<file path="config.mk">
export PLATFORM = sky130hd
export DESIGN_NAME = lmcnt_seq
export DESIGN_NICKNAME = d
export VERILOG_FILES = /design/src/rtl/lmcnt_pkg.sv /design/src/rtl/lmcnt_seq_fifo.sv /design/src/rtl/lmcnt_seq.sv
export SDC_FILE = /design/constraint.sdc
export NUM_CORES = 1
export LEC_CHECK = 0
export CAP_MARGIN = 20
export CORE_UTILIZATION = 42
export CTS_BUF_LIST = sky130_fd_sc_hd__clkbuf_4
export CTS_CLUSTER_SIZE = 25
export DETAILED_ROUTE_END_ITERATION = 7
export PLACE_DENSITY_LB_ADDON = 0.05
export SLEW_MARGIN = 20
export SYNTH_ARGS = -nofsm -noshare
export SYNTH_HDL_FRONTEND = slang
export SYNTH_SLANG_ARGS = --single-unit
</file>
<file path="constraint.sdc">
create_clock -name CLK -period 3.1 [get_ports CLK]
set_input_delay 0.93 -clock CLK [delete_from_list [all_inputs] [get_ports CLK]]
set_output_delay 0.93 -clock CLK [all_outputs]
set_load 0.05 [all_outputs]
</file>
<file path="src/rtl/lmcnt_pkg.sv">
// Shared definitions for the local-memory command sequencer: memory-select
// codes, field widths, command field offsets and the sequencer state type.
package lmcnt_pkg;

  localparam int ADDR_W = 10;
  localparam int SEL_W  = 2;
  localparam int CMD_W  = 46;

  localparam logic [SEL_W-1:0] MSEL_M0 = 2'b00;
  localparam logic [SEL_W-1:0] MSEL_M1 = 2'b01;
  localparam logic [SEL_W-1:0] MSEL_M2 = 2'b10;
  localparam logic [SEL_W-1:0] MSEL_M3 = 2'b11;

  // Low bit of each field inside a command word (A_SEL sits at the MSBs)
  localparam int OFS_A_SEL  = 44;
  localparam int OFS_B_SEL  = 42;
  localparam int OFS_C_SEL  = 40;
  localparam int OFS_M1POS  = 30;
  localparam int OFS_M1SIZE = 20;
  localparam int OFS_M2POS  = 10;
  localparam int OFS_M3POS  = 0;

  typedef enum logic [2:0] {
    ST_IDLE,
    ST_CLR,
    ST_ARM,
    ST_WAIT,
    ST_DONE
  } state_t;

  typedef struct packed {
    logic [SEL_W-1:0]  a_sel;
    logic [SEL_W-1:0]  b_sel;
    logic [SEL_W-1:0]  c_sel;
    logic [ADDR_W-1:0] m1pos;
    logic [ADDR_W-1:0] m1size;
    logic [ADDR_W-1:0] m2pos;
    logic [ADDR_W-1:0] m3pos;
  } cmd_t;

  // Split a raw command word into its named fields
  function automatic cmd_t unpack_cmd(input logic [CMD_W-1:0] raw);
    cmd_t c;
    c.a_sel  = raw[OFS_A_SEL  +: SEL_W];
    c.b_sel  = raw[OFS_B_SEL  +: SEL_W];
    c.c_sel  = raw[OFS_C_SEL  +: SEL_W];
    c.m1pos  = raw[OFS_M1POS  +: ADDR_W];
    c.m1size = raw[OFS_M1SIZE +: ADDR_W];
    c.m2pos  = raw[OFS_M2POS  +: ADDR_W];
    c.m3pos  = raw[OFS_M3POS  +: ADDR_W];
    return c;
  endfunction

endpackage

</file>
<file path="src/rtl/lmcnt_seq_fifo.sv">
// Command queue for the sequencer: DEPTH x WIDTH synchronous FIFO with
// push, pop and a single-cycle flush. Push while full and pop while empty
// are ignored; flush has priority over both.
module lmcnt_seq_fifo
  import lmcnt_pkg::*;
#(
  parameter int DEPTH = 4,
  parameter int WIDTH = CMD_W
) (
  input  logic             clk,
  input  logic             reset,
  input  logic             flush,
  input  logic             push,
  input  logic             pop,
  input  logic [WIDTH-1:0] wdata,
  output logic [WIDTH-1:0] rdata,
  output logic             full,
  output logic             empty
);

  localparam int PTR_W = $clog2(DEPTH);

  logic [WIDTH-1:0] mem [DEPTH];
  logic [PTR_W-1:0] wr_ptr;
  logic [PTR_W-1:0] rd_ptr;
  logic [PTR_W:0]   count;
  logic             do_push;
  logic             do_pop;

  assign do_push = push && !full;
  assign do_pop  = pop && !empty;
  assign full    = (count == (PTR_W+1)'(DEPTH));
  assign empty   = (count == '0);
  assign rdata   = mem[rd_ptr];

  // Pointer and occupancy bookkeeping; flush empties the queue in one cycle
  always_ff @(posedge clk) begin
    if (reset || flush) begin
      wr_ptr <= '0;
      rd_ptr <= '0;
      count  <= '0;
    end else begin
      if (do_push) wr_ptr <= wr_ptr + 1'b1;
      if (do_pop)  rd_ptr <= rd_ptr + 1'b1;
      case ({do_push, do_pop})
        2'b10:   count <= count + 1'b1;
        2'b01:   count <= count - 1'b1;
        default: count <= count;
      endcase
    end
  end

  // Storage write; the array itself needs no reset because count guards it
  always_ff @(posedge clk) begin
    if (do_push && !flush && !reset) mem[wr_ptr] <= wdata;
  end

endmodule

</file>
<file path="src/rtl/lmcnt_seq.sv">
// lmcnt_seq: queues CPU layer commands and runs each one on the local
// memory controller as SOFT_RESET -> START -> wait for FINISH -> DONE.
// Optional watchdog: define LMCNT_SEQ_TIMEOUT_EN to abandon a command that
// never finishes after TIMEOUT_CYC cycles in WAIT and raise sticky TIMEOUT.
module lmcnt_seq
  import lmcnt_pkg::*;
#(
  parameter int DEPTH       = 4,
  parameter int TIMEOUT_CYC = 4096
) (
  input  logic              CLK,
  input  logic              RESET,
  input  logic              CMD_VALID,
  output logic              CMD_READY,
  input  logic [CMD_W-1:0]  CMD_DATA,
  input  logic              ABORT,
  output logic              BUSY,
  output logic              DONE,
  output logic [7:0]        DONE_CNT,
  output logic              LM_SOFT_RESET,
  output logic              LM_START,
  input  logic              LM_FINISH,
  output logic [SEL_W-1:0]  MSEL_INPUTA_SEL,
  output logic [SEL_W-1:0]  MSEL_INPUTB_SEL,
  output logic [SEL_W-1:0]  MSEL_OUTPUTC_SEL,
  output logic [ADDR_W-1:0] M1POS,
  output logic [ADDR_W-1:0] M1SIZE,
  output logic [ADDR_W-1:0] M2POS,
`ifdef LMCNT_SEQ_TIMEOUT_EN
  output logic              TIMEOUT,
`endif
  output logic [ADDR_W-1:0] M3POS
);

  if (DEPTH < 2 || (DEPTH & (DEPTH - 1)) != 0) begin : g_bad_depth
    $error("lmcnt_seq: DEPTH must be a power of two and at least 2");
  end
  if (TIMEOUT_CYC < 1 || TIMEOUT_CYC > 8191) begin : g_bad_timeout
    $error("lmcnt_seq: TIMEOUT_CYC must fit the 13-bit watchdog");
  end

  state_t           state;
  state_t           next_state;
  cmd_t             cfg;
  logic [CMD_W-1:0] fifo_head;
  logic             fifo_full;
  logic             fifo_empty;
  logic             fifo_push;
  logic             fifo_pop;
  logic             timeout_hit;
  logic [7:0]       done_cnt;

  // ABORT flushes the queue, so any push or pop in that cycle is dropped
  assign fifo_push = CMD_VALID && CMD_READY && !ABORT;
  assign fifo_pop  = (state == ST_IDLE) && !fifo_empty && !ABORT;

  lmcnt_seq_fifo #(
    .DEPTH (DEPTH),
    .WIDTH (CMD_W)
  ) u_fifo (
    .clk   (CLK),
    .reset (RESET),
    .flush (ABORT),
    .push  (fifo_push),
    .pop   (fifo_pop),
    .wdata (CMD_DATA),
    .rdata (fifo_head),
    .full  (fifo_full),
    .empty (fifo_empty)
  );

`ifdef LMCNT_SEQ_TIMEOUT_EN
  localparam logic [12:0] WD_LAST = 13'(TIMEOUT_CYC - 1);
  logic [12:0] wd_cnt;
  logic        timeout_flag;

  assign timeout_hit = (state == ST_WAIT) && !LM_FINISH && (wd_cnt == WD_LAST);
  assign TIMEOUT     = timeout_flag;

  // Watchdog counts WAIT cycles and restarts from zero on every entry to WAIT
  always_ff @(posedge CLK) begin
    if (RESET || state != ST_WAIT) wd_cnt <= '0;
    else                           wd_cnt <= wd_cnt + 1'b1;
  end

  // Sticky timeout indication, cleared only by RESET or ABORT
  always_ff @(posedge CLK) begin
    if (RESET || ABORT)   timeout_flag <= 1'b0;
    else if (timeout_hit) timeout_flag <= 1'b1;
  end
`else
  assign timeout_hit = 1'b0;
`endif

  // State register
  always_ff @(posedge CLK) begin
    if (RESET) state <= ST_IDLE;
    else       state <= next_state;
  end

  // Next-state logic; ABORT overrides every state, FINISH only counts in WAIT
  always_comb begin
    next_state = state;
    if (ABORT) begin
      next_state = ST_IDLE;
    end else begin
      case (state)
        ST_IDLE: if (!fifo_empty) next_state = ST_CLR;
        ST_CLR:  next_state = ST_ARM;
        ST_ARM:  next_state = ST_WAIT;
        ST_WAIT: begin
          if (LM_FINISH)        next_state = ST_DONE;
          else if (timeout_hit) next_state = ST_IDLE;
        end
        ST_DONE: next_state = ST_IDLE;
        default: next_state = ST_IDLE;
      endcase
    end
  end

  // Controller strobes; RESET never produces a soft reset towards the controller
  always_comb begin
    LM_SOFT_RESET = 1'b0;
    LM_START      = 1'b0;
    DONE          = 1'b0;
    if (!RESET) begin
      if (ABORT) begin
        LM_SOFT_RESET = 1'b1;
      end else begin
        case (state)
          ST_CLR:  LM_SOFT_RESET = 1'b1;
          ST_ARM:  LM_START      = 1'b1;
          ST_WAIT: LM_SOFT_RESET = timeout_hit && !LM_FINISH;
          ST_DONE: DONE          = 1'b1;
          default: ;
        endcase
      end
    end
  end

  // Configuration latched at pop and held until the next pop
  always_ff @(posedge CLK) begin
    if (RESET) begin
      cfg <= '{a_sel: MSEL_M0, b_sel: MSEL_M0, c_sel: MSEL_M0, default: '0};
    end else if (fifo_pop) begin
      cfg <= unpack_cmd(fifo_head);
    end
  end

  // Completed-command counter, wraps naturally at 8 bits
  always_ff @(posedge CLK) begin
    if (RESET)     done_cnt <= '0;
    else if (DONE) done_cnt <= done_cnt + 1'b1;
  end

  assign CMD_READY        = !fifo_full;
  assign BUSY             = (state != ST_IDLE) || !fifo_empty;
  assign DONE_CNT         = done_cnt;
  assign MSEL_INPUTA_SEL  = cfg.a_sel;
  assign MSEL_INPUTB_SEL  = cfg.b_sel;
  assign MSEL_OUTPUTC_SEL = cfg.c_sel;
  assign M1POS            = cfg.m1pos;
  assign M1SIZE           = cfg.m1size;
  assign M2POS            = cfg.m2pos;
  assign M3POS            = cfg.m3pos;

endmodule

</file>
## Word-level counts from Yosys, hierarchy flattened

Memories as Yosys holds them, arrays and structs flattened. A register that Yosys moved wholly into a read port is not among the register bits.
Cells that the tools add are included.

- RAM bits: 184
- Output and inout bits: 59
- Memories: 1
- Word-level logic and storage cells: 55
- Register bits after elaboration: 18

Memories:

| memory | depth | width | rd ports | clocked after memory_dff | write ports | line | source |
|---|---|---|---|---|---|---|---|
| u_fifo.mem | 4 | 46 | 1 | 1 | 1 | lmcnt_seq_fifo.sv:23 | `logic [WIDTH-1:0] mem [DEPTH];` |

- $add $sub $neg: 5
- Reduce and logical (&&, ||, !) cells: 20
- Eq/ne operators: 9
- Multiplexer cells: 15

Operator list:

| kind | count |
|---|---|
| case mux 3 bit (4 select lines) | 1 |
| 2-to-1 mux 1 bit | 11 |
| adder 8 x 1 -> 8 bit (second input constant) | 1 |
| logical AND 1 bit | 8 |
| equality test 3 x 2 -> 1 bit (second input constant) | 2 |
| equality test 3 bit (second input constant) | 2 |
| logical NOT 3 bit | 2 |
| 2-to-1 mux 3 bit | 2 |
| case mux 3 bit (2 select lines) | 1 |
| adder 2 x 1 -> 2 bit (second input constant) | 2 |
| logical NOT 1 bit | 4 |
| inequality test 2 bit (second input constant) | 2 |
| adder 3 x 1 -> 3 bit (second input constant) | 1 |
| equality test 3 x 1 -> 1 bit (second input constant) | 1 |
| nonzero test 3 bit | 1 |
| subtractor 3 x 1 -> 3 bit (second input constant) | 1 |
| equality test 2 x 1 -> 1 bit (second input constant) | 1 |
| equality test 2 bit (second input constant) | 1 |
| logical OR 1 bit | 2 |
| AND reduction 2 bit | 1 |
| nonzero test 2 bit | 1 |
| OR reduction 2 bit | 1 |

## Depth between registers and ports, before layout

- Depth in word-level cells: 9
- Depth in mapped cells: 11
- Mapped depth without buffers: 8

## Hierarchy

A second synthesis with hierarchy kept.

- Cells, all modules: 574
- Area, all modules: 9554.2 um^2

Modules (own cells, without submodules):

| module | sequential area each (um^2) | cells an instance | instances | area each (um^2) |
|---|---|---|---|---|
| lmcnt_seq_fifo | 5705.5 | 295 | 1 | 7123.1 |
| lmcnt_seq | 1141.1 | 279 | 1 | 2431.1 |

## Worst setup path after synthesis

Ideal clock, no wire load.

- Path type: input port to output port
- Start: input port RESET
- End: output port LM_START
- Arrival: 2.564 ns
- Setup slack: -0.394 ns
- Stages: 4
- Required time: 2.170 ns
- Cell sequence: clkbuf_1 nor2_1 nand2_1 nor3b_1

- Word-level cells in the longest chain between the ends: 1

Ends and longest elaborated chain:

| item | line | source |
|---|---|---|
| start: declaration | lmcnt_seq.sv:12 | `input logic RESET,` |
| 2-to-1 mux 1 bit | lmcnt_seq.sv:126 | `if (!RESET) begin` |
| end: declaration | lmcnt_seq.sv:21 | `output logic LM_START,` |

No other way between the ends.

## Worst setup path in the final report

- Start: input port ABORT
- End: output port DONE

- Word-level cells in the longest chain between the ends: 2

Ends and longest elaborated chain:

| item | line | source |
|---|---|---|
| start: declaration | lmcnt_seq.sv:16 | `input logic ABORT,` |
| 2-to-1 mux 1 bit | lmcnt_seq.sv:127 | `if (ABORT) begin` |
| 2-to-1 mux 1 bit | lmcnt_seq.sv:126 |  |
| end: declaration | lmcnt_seq.sv:18 | `output logic DONE,` |

No other way between the ends.

==> results.py <==
metrics = {
    "run": {
        "drv_cap": 0,
    },
    "yosys": {
        "netlist_area_um2": 9570,
        "synth_ff_type": "edfxtp_1",
        "synth_top_area_cell": "edfxtp_1",
        "syn_nets": 630,
        "yosys_warnings": 0,
        "synth_edf_count": 184,
        "async_flop_share_pct": 0,
        "synth.distinct_cells": 36,
        "syn_avg_cell_area_um2": 16.7,
        "ys_top_cells_by_area": "edfxtp_1, dfxtp_1, mux4_2, nand4b_1, nand2b_1",
        "yosys.area.top_type_share_pct": 57.8,
        "seq_area_frac_synth_pct": 71.2,
        "syn_inst": 572,
        "synth-seq-cells": 248,
    },
    "die": {
        "die_h_um": 153,
        "io_pins": 110,
        "core_area_um2": 22100,
        "dieArea_um2": 23400,
        "initial_core_util_pct": 43.3,
        "die_w_um": 153,
        "rows": 54,
    },
    "sta": {
        "rsz0062_at_grt": "no",
        "setup_tns_ps": 0,
        "slew_viol_final": 0,
        "setup_slack_ps": 159,
        "finalCritPeriodShare_pct": 94.9,
        "slew_headroom_pct": 61.9,
        "tightest_slew_ps": 572,
        "clock_skew_ps": 43.9,
        "period_minus_slack_ps": 2940,
        "timing.hold.ws_ps": 472,
        "hold_viol": 0,
        "max_clock_freq_mhz": 340,
        "finalSetupViolCount": 0,
    },
    "worst_hold_path": {
        "hp-class": "flop to flop",
    },
    "placement": {
        "post-place-ws_ps": -63.7,
        "numPortBuffers": 109,
        "dpl_cell_area_um2": 11100,
        "dpl.hpwl_um": 11100,
        "gp_congestion": 0.739,
    },
    "route": {
        "drt-wirelength-per-cell_um": 19.8,
        "ant_nets": 0,
        "drt_wl_total_um": 21100,
        "route.detailed.drc": 0,
        "drtIter0Drc": 210,
        "vias": 5675,
        "firstDrtPassIters": 6,
        "viasPerCell": 5.33,
    },
    "worst_setup_path": {
        "cp-start-kind": "input pin",
        "crit_slowest_cell": "or4_4",
        "critPathBufInv": 2,
        "critical_path.endpoint_type": "output port",
        "max_stage_delay_ps": 520,
        "cp.required_ps": 2170,
        "cp_top_family": "simple AND/OR/NAND/NOR gates",
        "crit_arrival_ps": 2010,
        "path_max_fanout": 4,
        "critPathKind": "input pin to output port",
        "path_cells": "dlygate4sd2_1 > or4_4 > nor2_4 > buf_12",
    },
    "global_route": {
        "grt_max_degree": 66,
        "antenna_found_initial": 1,
        "grt_pass1_vias": 6017,
        "grt_pass1_wl_um": 33300,
        "overflow": 0,
        "grtUsageTotal_pct": 18.9,
    },
    "clocking": {
        "clock_latency_ps": 650,
        "cts-root-buf": "clkbuf_4",
        "ctsHoldBuffers": 0,
        "postCtsSetupRepairBufs": 0,
        "h-tree-depth": 3,
        "cts_tree": "done",
        "clk_pin_slew_worst_paths_ps": 60,
        "cts_made_buffers": 68,
        "cts_max_path_buffers": 3,
        "clkSinkCount": 248,
        "cts_resized": 6,
    },
    "power": {
        "leakage_nw": 3.88,
        "p_per_area_nw_per_um2": 587,
        "peakVddDrop_mv": 0.283,
    },
    "final_layout": {
        "multi_input_area_um2": 2580,
        "final_util_pct": 54.4,
        "final_area_um2": 12000,
        "seq_area_um2": 6810,
        "fill_cells": 1850,
        "drive_gt1_share_pct": 25.5,
        "fin_nets": 787,
        "area.growth.synth_to_final_pct": 25.8,
    },
    "outcome": {
        "status": "finished, final reports clean",
    },
}
-- layout by cell type (no fill, tap or decap), types with 11 or more instances in the layout --
master / n
nand2b_1: 48
mux4_2: 46
a21oi_1: 14
clkinv_1: 11
clkdlybuf4s50_1: 102
clkbuf_4: 106
nand4b_1: 46
dfxtp_1: 62
edfxtp_1: 184
buf_4: 13
o21ai_0: 53
-- cells in the mapped netlist (3+ instances only) --
library cell  count
nor2_1           11
and3_1            4
nand3_1           7
a21oi_1          14
nand2_1           4
ha_1              6
nand4b_1         46
dfxtp_1          64
buf_6             3
edfxtp_1        184
inv_1             9
nand2b_1         48
o21ai_0          53
mux4_2           46
or4_1             5
o31ai_1           5
clkbuf_1         30
nor3_1            3
buf_2             5
nand4_1           3
or3_1             3
-- state kept, by name, indices dropped and copies added (netlist names) --
name / flops
M1POS: 10
DONE_CNT: 8
MSEL_OUTPUTC_SEL: 2
MSEL_INPUTB_SEL: 2
u_fifo.wr_ptr: 2
u_fifo.count: 3
state: 3
MSEL_INPUTA_SEL: 2
M2POS: 10
u_fifo.rd_ptr: 2
u_fifo.mem: 184
M1SIZE: 10
M3POS: 10
-- kinds of logic (layout without fill, tap and decap cells) --
group / after synthesis / count (layout) / synth area share, %
AOI/OAI and AO/OA: 73 / 73 / 3.98
muxes: 48 / 48 / 11.1
and+or+nand+nor: 144 / 144 / 10.3
other: 0 / 2 / 0
adders and majority gates: 7 / 7 / 0.994
xor gates and xnor gates: 2 / 2 / 0.183
DFF: 248 / 248 / 71.2
buffers and inverters: 50 / 261 / 2.30
-- where the power goes --
group	leakage [nW]	internal, mW	switching (mW)
combinational	1.15	0.171	0.227
sequential	2.18	3.60	0.0205
clock	0.554	1.72	1.31
-- final timing paths --
path / startpoint / end / slack [ps] / depth (start not counted)
hold / removal: M1POS[6] / M1POS[6] / 470 / 2
setup / recovery: ABORT / DONE / 160 / 4
setup reg to reg: state[0] / u_fifo.count[2] / 610 / 8
hold reg to reg: M1POS[6] / M1POS[6] / 470 / 2
-- cell type report --
cell class / instances / area share, %
Antenna cell: 2 / 0.0416
Tap cell: 280 / 2.91
Clock inverter: 18 / 1.01
Clock buffer: 106 / 6.62
Multi-Input combinational cell: 274 / 21.5
Timing Repair Buffer: 128 / 11.1
Sequential cell: 248 / 56.6
Inverter: 9 / 0.281
-- worst reg2reg max path, stage by stage (launching register included) --
cell and delay [ps]:
dfxtp_1 440, or3_2 580, nor3_2 160, ha_1 210, inv_1 60, fa_1 380, xor2_1 160, or3_1 300
a21oi_1 150
-- routing by layer --
layer	GRT usage, %	up-vias	part of all wire, %
met2	31.0	167	50
met4	8.03	0	2.0
li1	-	2612	-
met3	4.79	38	5.2
met5	0	-	0
met1	23.8	2858	43
-- metrics by stage --
stage | total power [mW] | instances
after floorplan | 3.91 | 572
after global placement | 4.09 | 939
after detailed placement | 4.10 | 939
after CTS | 7.18 | 1063
after global routing | 7.36 | 1065
final | 7.06 | 1065
(Power assumes the default switching activity.)
